$ cat config.mk
export PLATFORM = sky130hd
export DESIGN_NAME = dc_dpcm_multi_flat
export DESIGN_NICKNAME = d
export VERILOG_FILES = /design/src/rtl/dc_dpcm_if.sv /design/src/rtl/dc_dpcm_multi.sv /design/src/flat_wrapper.sv
export SDC_FILE = /design/constraint.sdc
export NUM_CORES = 1
export LEC_CHECK = 0
export ABC_AREA = 0
export BUFFER_PORTS_ARGS = -buffer_cell sky130_fd_sc_hd__clkbuf_2
export CORE_MARGIN = 2
export CORE_UTILIZATION = 60
export CTS_BUF_LIST = sky130_fd_sc_hd__clkbuf_8
export DETAILED_ROUTE_END_ITERATION = 8
export GPL_TIMING_DRIVEN = 0
export PLACE_DENSITY = 0.82
export SETUP_SLACK_MARGIN = 0.2
export SYNTH_ARGS = -nofsm -noshare
export SYNTH_HDL_FRONTEND = slang
export SYNTH_SLANG_ARGS = --single-unit
export TNS_END_PERCENT = 20
$ cat constraint.sdc
create_clock -name clk -period 5 [get_ports clk]
set_clock_uncertainty 0.1 [all_clocks]
set_input_delay 0.25 -clock clk [delete_from_list [all_inputs] [get_ports clk]]
set_output_delay 0.25 -clock clk [all_outputs]
set_load 0.01 [all_outputs]
$ cat src/rtl/dc_dpcm_if.sv
// Stream interface for the multi-channel DC DPCM encoder: sample input, difference output and status flags.
interface dc_dpcm_if #(
  parameter int DW = 12
);
  logic [1:0]           mode;
  logic                 in_valid;
  logic                 in_ready;
  logic signed [DW-1:0] dc_in;
  logic                 out_valid;
  logic                 out_ready;
  logic signed [DW:0]   dpcm_out;
  logic [1:0]           out_mode;
  logic                 out_last;
  logic                 frame_done;
  logic                 ovf_err;

  modport master (
    output mode, in_valid, dc_in, out_ready,
    input  in_ready, out_valid, dpcm_out, out_mode, out_last, frame_done, ovf_err
  );

  modport slave (
    input  mode, in_valid, dc_in, out_ready,
    output in_ready, out_valid, dpcm_out, out_mode, out_last, frame_done, ovf_err
  );
endinterface

$ cat src/rtl/dc_dpcm_multi.sv
// Multi-channel (Y/Cr/Cb) DC-coefficient DPCM encoder with per-channel predictors and block counters.
// Optional macro DPCM_SAT_EN clamps the difference to the DW-bit signed range.
module dc_dpcm_multi #(
  parameter int DW    = 12,
  parameter int BLK_Y = 64,
  parameter int BLK_C = 16,
  parameter int CNT_W = 8
) (
  input  logic       clk,
  input  logic       rst,
  input  logic       clr,
  dc_dpcm_if.slave   bus
);

  localparam logic [1:0] S_IDLE  = 2'b00;
  localparam logic [1:0] S_RUN   = 2'b01;
  localparam logic [1:0] S_FLUSH = 2'b10;

  logic [1:0]           state;
  logic signed [DW-1:0] pred [3];
  logic [CNT_W-1:0]     cnt  [3];

  logic                 vld_p1;
  logic signed [DW:0]   dpcm_p1;
  logic [1:0]           mode_p1;
  logic                 last_p1;
  logic                 frame_done_p1;
  logic                 ovf_err_r;

  logic                 accept, mode_ok, ch_full, take, ovf_hit, last_now, all_done, out_hs;
  logic [1:0]           ch;
  logic [2:0]           full;
  logic signed [DW-1:0] pred_sel;
  logic [CNT_W-1:0]     cnt_sel, cnt_inc, blk_sel;
  logic signed [DW:0]   diff_raw, diff;

  function automatic logic [CNT_W-1:0] blk_of(input int idx);
    return (idx == 0) ? CNT_W'(BLK_Y) : CNT_W'(BLK_C);
  endfunction

`ifdef DPCM_SAT_EN
  // Saturate a DW+1-bit difference into the DW-bit signed range, kept DW+1 wide.
  function automatic logic signed [DW:0] sat_dw(input logic signed [DW:0] v);
    if (v[DW] != v[DW-1])
      return v[DW] ? {2'b11, {(DW-1){1'b0}}} : {2'b00, {(DW-1){1'b1}}};
    return v;
  endfunction
`endif

  assign bus.in_ready   = ~clr & (state != S_FLUSH) & (~vld_p1 | bus.out_ready);
  assign bus.out_valid  = vld_p1;
  assign bus.dpcm_out   = dpcm_p1;
  assign bus.out_mode   = mode_p1;
  assign bus.out_last   = last_p1;
  assign bus.frame_done = frame_done_p1;
  assign bus.ovf_err    = ovf_err_r;

  always_comb begin
    accept   = bus.in_valid & bus.in_ready;
    mode_ok  = (bus.mode != 2'b00);
    ch       = bus.mode - 2'd1;
    pred_sel = '0;
    cnt_sel  = '0;
    blk_sel  = '0;
    case (bus.mode)
      2'b01:   begin pred_sel = pred[0]; cnt_sel = cnt[0]; blk_sel = blk_of(0); end
      2'b10:   begin pred_sel = pred[1]; cnt_sel = cnt[1]; blk_sel = blk_of(1); end
      2'b11:   begin pred_sel = pred[2]; cnt_sel = cnt[2]; blk_sel = blk_of(2); end
      default: ;
    endcase
    ch_full  = (cnt_sel == blk_sel);
    take     = accept & mode_ok & ~ch_full;
    ovf_hit  = accept & mode_ok & ch_full;
    cnt_inc  = cnt_sel + CNT_W'(1);
    last_now = (cnt_inc == blk_sel);
    out_hs   = vld_p1 & bus.out_ready;
    // Frame completes when every channel is full once this accept is counted.
    all_done = 1'b1;
    for (int i = 0; i < 3; i++) begin
      full[i] = (cnt[i] == blk_of(i));
      if (take && ch == 2'(i))
        all_done = all_done & last_now;
      else
        all_done = all_done & full[i];
    end
    diff_raw = {bus.dc_in[DW-1], bus.dc_in} - {pred_sel[DW-1], pred_sel};
`ifdef DPCM_SAT_EN
    diff = sat_dw(diff_raw);
`else
    diff = diff_raw;
`endif
  end

  // Stage p1: output register, predictor/counter update and frame FSM.
  always_ff @(posedge clk or posedge rst) begin
    if (rst) begin
      state         <= S_IDLE;
      vld_p1        <= 1'b0;
      dpcm_p1       <= '0;
      mode_p1       <= 2'b00;
      last_p1       <= 1'b0;
      frame_done_p1 <= 1'b0;
      ovf_err_r     <= 1'b0;
      for (int i = 0; i < 3; i++) begin
        pred[i] <= '0;
        cnt[i]  <= '0;
      end
    end else if (clr) begin
      state         <= S_IDLE;
      vld_p1        <= 1'b0;
      dpcm_p1       <= '0;
      mode_p1       <= 2'b00;
      last_p1       <= 1'b0;
      frame_done_p1 <= 1'b0;
      ovf_err_r     <= 1'b0;
      for (int i = 0; i < 3; i++) begin
        pred[i] <= '0;
        cnt[i]  <= '0;
      end
    end else begin
      frame_done_p1 <= 1'b0;
      if (ovf_hit)
        ovf_err_r <= 1'b1;
      if (take) begin
        vld_p1  <= 1'b1;
        dpcm_p1 <= diff;
        mode_p1 <= bus.mode;
        last_p1 <= last_now;
        for (int i = 0; i < 3; i++) begin
          if (ch == 2'(i)) begin
            pred[i] <= bus.dc_in;
            cnt[i]  <= cnt_inc;
          end
        end
      end else if (out_hs) begin
        vld_p1 <= 1'b0;
      end
      case (state)
        S_IDLE:  if (take) state <= all_done ? S_FLUSH : S_RUN;
        S_RUN:   if (take && all_done) state <= S_FLUSH;
        S_FLUSH: begin
          // Final output of the frame leaves; rearm for the next frame.
          if (out_hs) begin
            state         <= S_IDLE;
            frame_done_p1 <= 1'b1;
            for (int i = 0; i < 3; i++) begin
              pred[i] <= '0;
              cnt[i]  <= '0;
            end
          end
        end
        default: state <= S_IDLE;
      endcase
    end
  end

endmodule

$ cat src/flat_wrapper.sv
// flat-port wrapper written by rule: the top's interface ports become plain ports
module dc_dpcm_multi_flat 
#(
  parameter int DW    = 12,
  parameter int BLK_Y = 64,
  parameter int BLK_C = 16,
  parameter int CNT_W = 8
)
  (clk, rst, clr, bus_mode, bus_in_valid, bus_dc_in, bus_out_ready, bus_in_ready, bus_out_valid, bus_dpcm_out, bus_out_mode, bus_out_last, bus_frame_done, bus_ovf_err);
  dc_dpcm_if #(.DW(DW)) bus_i ();
  input  logic clk;
  input  logic rst;
  input  logic clr;
  input wire logic [$bits(bus_i.mode)-1:0] bus_mode;
  input wire logic [$bits(bus_i.in_valid)-1:0] bus_in_valid;
  input wire logic [$bits(bus_i.dc_in)-1:0] bus_dc_in;
  input wire logic [$bits(bus_i.out_ready)-1:0] bus_out_ready;
  output wire logic [$bits(bus_i.in_ready)-1:0] bus_in_ready;
  output wire logic [$bits(bus_i.out_valid)-1:0] bus_out_valid;
  output wire logic [$bits(bus_i.dpcm_out)-1:0] bus_dpcm_out;
  output wire logic [$bits(bus_i.out_mode)-1:0] bus_out_mode;
  output wire logic [$bits(bus_i.out_last)-1:0] bus_out_last;
  output wire logic [$bits(bus_i.frame_done)-1:0] bus_frame_done;
  output wire logic [$bits(bus_i.ovf_err)-1:0] bus_ovf_err;
  assign bus_i.mode = bus_mode;
  assign bus_i.in_valid = bus_in_valid;
  assign bus_i.dc_in = bus_dc_in;
  assign bus_i.out_ready = bus_out_ready;
  assign bus_in_ready = bus_i.in_ready;
  assign bus_out_valid = bus_i.out_valid;
  assign bus_dpcm_out = bus_i.dpcm_out;
  assign bus_out_mode = bus_i.out_mode;
  assign bus_out_last = bus_i.out_last;
  assign bus_frame_done = bus_i.frame_done;
  assign bus_ovf_err = bus_i.ovf_err;
  dc_dpcm_multi #(.DW(DW), .BLK_Y(BLK_Y), .BLK_C(BLK_C), .CNT_W(CNT_W)) u_core (.clk(clk), .rst(rst), .clr(clr), .bus(bus_i));
endmodule
Word-level counts from Yosys, hierarchy flattened

Cells that the tools add are included.

Multiplexer cells: 40
Reductions and logical operators: 12
Bitwise operators: 15
$add $sub $neg: 3
Eq/ne operators: 16

Operator list:

| cell                | count |
|---|---|
| $mux 36             | 4 |
| $mux 24             | 4 |
| $mux 12             | 3 |
| $pmux 12 s3         | 1 |
| $mux 13             | 2 |
| $mux 8              | 3 |
| $pmux 8 s3          | 1 |
| $eq 8x5->1 const B  | 2 |
| $eq 8x7->1          | 2 |
| $mux 2              | 7 |
| $pmux 7 s2          | 1 |
| $mux 1              | 13 |
| $sub 12x12->13      | 1 |
| $and 1x1->1         | 11 |
| $ne 3x2->1 const B  | 3 |
| $add 8x1->8 const B | 1 |
| $eq 2x2->1 const B  | 4 |
| $eq 8x7->1 const B  | 1 |
| $eq 2x1->1 const B  | 3 |
| $pmux 2 s3          | 1 |
| $reduce_bool 2->1   | 3 |
| $logic_and 1x1->1   | 4 |
| $logic_not 2->1     | 2 |
| $not 1->1           | 3 |
| other kinds (6)     | 6 |

Output and inout port bits: 20
Bits in registers: 81
Input bits: 19
Word-level logic and storage cells: 99

Logic depth before layout (Yosys ltp)

Word-level depth: 16
Depth in mapped cells: 15
Gate-level depth less buffers: 12

Worst setup path before layout

Ideal clock, no wire load.

Path kind: input port to flip-flop
From: input port bus_mode[0]
To: register u_core.dpcm_p1[10] (netlist: u_core.bus.dpcm_out[10])
Setup slack: 1.898 ns
Path buffers: 4
Required time: 4.782 ns
Setup time: 0.118 ns
Data arrival time: 2.884 ns
Stages: 15
Path through: buf_6 > buf_12 > buf_4 > buf_1 > mux2i_1 > o21ai_0 > ha_1 > inv_1 > fa_1 > a21oi_1 > o211ai_1 > a311oi_1 > o21bai_1 > xor2_1 > a21o_1

Word-level cells in the longest chain between the ends: 7
Elaborated cells on any way between the ends: 16

Ends and longest elaborated chain:

| what                                                                   | line                 | text |
|---|---|---|
| start, declared                                                        | flat_wrapper.sv:14   | `input wire logic [$bits(bus_i.mode)-1:0] bus_mode;` |
| parallel branches: the longest is 7 deep, another holds $sub 12x12->13 | --                   |  |
| end signal, assigned                                                   | dc_dpcm_multi.sv:126 | `dpcm_p1 <= diff;` |
| end, declared                                                          | dc_dpcm_multi.sv:24  | `logic signed [DW:0] dpcm_p1;` |

Parallel ways; which one is timed is not known. The select of a mux whose other input is x is not followed.
A chain may end at the register's enable or synchronous reset.

Worst setup path in the final report

Same ends and word-level chain as after synthesis.

==> impl_metrics.ini <==
[synth]
syn_area_um2 = 4880
yosys_warnings = 0
syn_avg_cell_area_um2 = 9.80
synth_compound_area_frac = 0.171
yosysTopAreaCellShare = 0.415
syn_inst = 498
synth_top_cells_by_count = dfrtp_1, nor2_1, mux2i_1, nand2_1, a21oi_1
ys_top_cells_by_area = dfrtp_1, mux2i_1, nor2_1
synth-xor-area-share = 0.0251
synthArstFlopShare = 1.00
ys_seq_area_frac = 0.415
synth_flop_cell = dfrtp_1
muxShareOfSynthArea = 0.123
synth_largest_area_cell = dfrtp_1
synth_fp_nets = 532
ys_ff_latch = 81
yosysMostFrequentCell = dfrtp_1
synth_edf_count = 0
synth_top_family_by_area = simple AND/OR/NAND/NOR gates
synthAdderAreaFrac = 0.0400
ys_types = 67
synthSimpleGateAreaFrac = 0.177

[final_layout]
n_antenna_cell = 0
fill_cells = 642
layout.nets = 581
area_growth_pct = 11.8
drive_gt1_frac = 0.190
fin_cells = 654

[timing]
setup_viol = 0
relSlewSlack = 0.457
min_period_over_period = 0.699
finalHoldViolCount = 0
tns_ps = 0
rsz0062_at_grt = false
period_minus_slack_ps = 3500
fmax_ghz = 0.286
slew_violations = 0
fin_ws_ps = 1500
worst_slew_pin_slew_ps = 808

[clock_network]
post_cts_buffers = 0
clock_latency_ps = 380
htreeDepth = 3
cts_root_buf = clkbuf_8
ctsLongestPathBuffers = 2
cts_buffers = 9
cts_sinks = 81
cts_tree = yes
cts.clk_slew.worst_paths_ps = 100

[die]
io_pins = 39
row_count = 32
placeableCoreArea_um2 = 7810
die_y_um = 94.2
initial_core_util = 0.625
fp.dieArea_um2 = 8870
dieWidth_um = 94.2

[route]
avgViaCountPerCell = 6.35
drc = 0
drt_iter0_drc = 472
post_drt_wl_per_cell_um = 19.7
ant_nets = 0
dr.pass1.iters = 5
num_vias = 4152
drt_wl_total_um = 12900

[global_routing]
grt_overflow = 0
first_global_vias = 4034
grt_usage = 0.310
grt_pass1_wl_um = 20800
grt_max_degree = 76
grt_antenna_before_repair = 0

[worst_setup_path]
path_cells = buf_6 -> buf_12 -> buf_4 -> buf_1 -> mux2i_1 -> o21ai_0 -> ha_1 -> inv_1 -> fa_1 -> a21oi_1 -> o211ai_1 -> a311oi_1 -> o21bai_1 -> xor2_1 -> a21o_1
crit_type = input port to flop
cp_num_cells = 15
cpMaxStageDelayCell = buf_1
cp_max_fo = 10
critPathArrivalTime_ps = 3660
path_delay_family = compound AO/OA/AOI/OAI gates
slowest_delay_ps = 570
rr_worst_depth = 11
worstSetupStartpointType = input port
worstSetupEndpointType = flop
crit_buf_inv = 5
required_ps = 5170

[power_and_ir_drop]
ir_worst_vdd_mv = 0.249
total_leakage_power_nw = 2.46
power.density_nw_per_um2 = 265

[placed_design]
hpwl_um = 9140
placed_cells = 637
place.gp.congestion = 0.940
io_buffers = 36
place_worst_setup_slack_ps = 1170

[run]
maxCapViolCount = 0

[status]
outcome = finished, final reports clean

[hold_path]
hold_path.class = input port to flop
holdPathStages = 3
-- layout make-up --
class / instances / area, um^2 / share of cell area
tap: 102 / 128 / 0.0234
clock buffer: 9 / 124 / 0.0227
timing repair buffer: 38 / 218 / 0.0399
buffer: 33 / 193 / 0.0353
inverter: 11 / 43.8 / 0.00803
clock inverter: 7 / 105 / 0.0193
multi-input combinational: 373 / 2620 / 0.480
sequential: 81 / 2030 / 0.371
-- metal layers --
layer,routed length (um),global-route usage,vias to the layer above
met5,0,0,-
met4,306,0.123,0
met3,977,0.0522,23
met2,5920,0.488,189
met1,5680,0.428,2043
li1,-,-,1897
-- sequential cells by signal (all words and copies together) (netlist names) --
signal	flops
u_core.bus.out_mode	2
u_core.bus.frame_done	1
u_core.pred	36
u_core.state	2
u_core.bus.out_valid	1
u_core.bus.ovf_err	1
u_core.bus.dpcm_out	13
u_core.bus.out_last	1
u_core.cnt	24
-- cell usage in the layout, fill, tap and decap left out, types with 9 or more instances in the layout --
| master | instances |
|---|---|
| clkbuf_2 | 36 |
| mux2i_1 | 39 |
| clkbuf_8 | 9 |
| nand2b_1 | 16 |
| ha_1 | 14 |
| a21oi_1 | 34 |
| clkbuf_1 | 15 |
| a22oi_1 | 12 |
| mux2_2 | 15 |
| o21ai_0 | 16 |
| nand2_1 | 39 |
| inv_1 | 9 |
| nand3_1 | 27 |
| dfrtp_1 | 81 |
| nor2_1 | 52 |
-- final timing paths --
check | from | end | slack [ps]
worst min-delay path | bus_dc_in[2] | u_core.pred[26]$_DFF_PP0_ | 60
worst min register to register | u_core.state[1]$_DFFE_PP0P_ | u_core.state[0]$_DFFE_PP0P_ | 410
worst max-delay path | bus_mode[0] | u_core.bus.dpcm_out[10]$_DFFE_PP0P_ | 1500
max in group asynchronous | rst | u_core.state[1]$_DFFE_PP0P_ | 4040
worst max register to register | u_core.pred[12]$_DFF_PP0_ | u_core.bus.dpcm_out[10]$_DFFE_PP0P_ | 2140
min in group asynchronous | rst | u_core.cnt[20]$_DFF_PP0_ | 200
-- per-stage QoR --
stage,total power [mW],instance area (um^2),util,hold WS [ps]
finish,1.44,5460,0.699,55.5
global route,1.50,5460,0.699,67.1
CTS,1.45,5460,0.699,50.1
detailed placement,0.895,5220,0.668,42.1
global placement,0.885,5190,0.664,376
floorplan,0.825,4880,-,292
-- timing repair --
| action | in CTS | in global routing |
|---|---|---|
| resized for setup | 0 | 0 |
| endpoints found under the hold margin | 81 | 0 |
| hold buffers | 1 | 0 |
-- kinds of logic (layout without fill, tap and decap cells) --
logic type / Yosys count / after routing
mux: 57 / 57
fa+ha+maj: 15 / 15
compound gates: 114 / 114
flops: 81 / 81
xor+xnor: 14 / 14
simple gates: 173 / 173
buf+inv: 44 / 98
-- worst register-to-register path, stage by stage (launching register included) --
cell and delay [ps]:
dfrtp_1 380, mux2i_1 70, o21ai_0 250, ha_1 220, inv_1 60, fa_1 420
a21oi_1 260, o211ai_1 180, a311oi_1 290, o21bai_1 120, xor2_1 180, a21o_1 200
-- power by group --
group / internal (mW) / switching, mW
clock network: 0.290 / 0.268
logic: 0.0726 / 0.134
registers: 0.670 / 0.00996
Note: power is estimated with default switching activity, not from simulation.
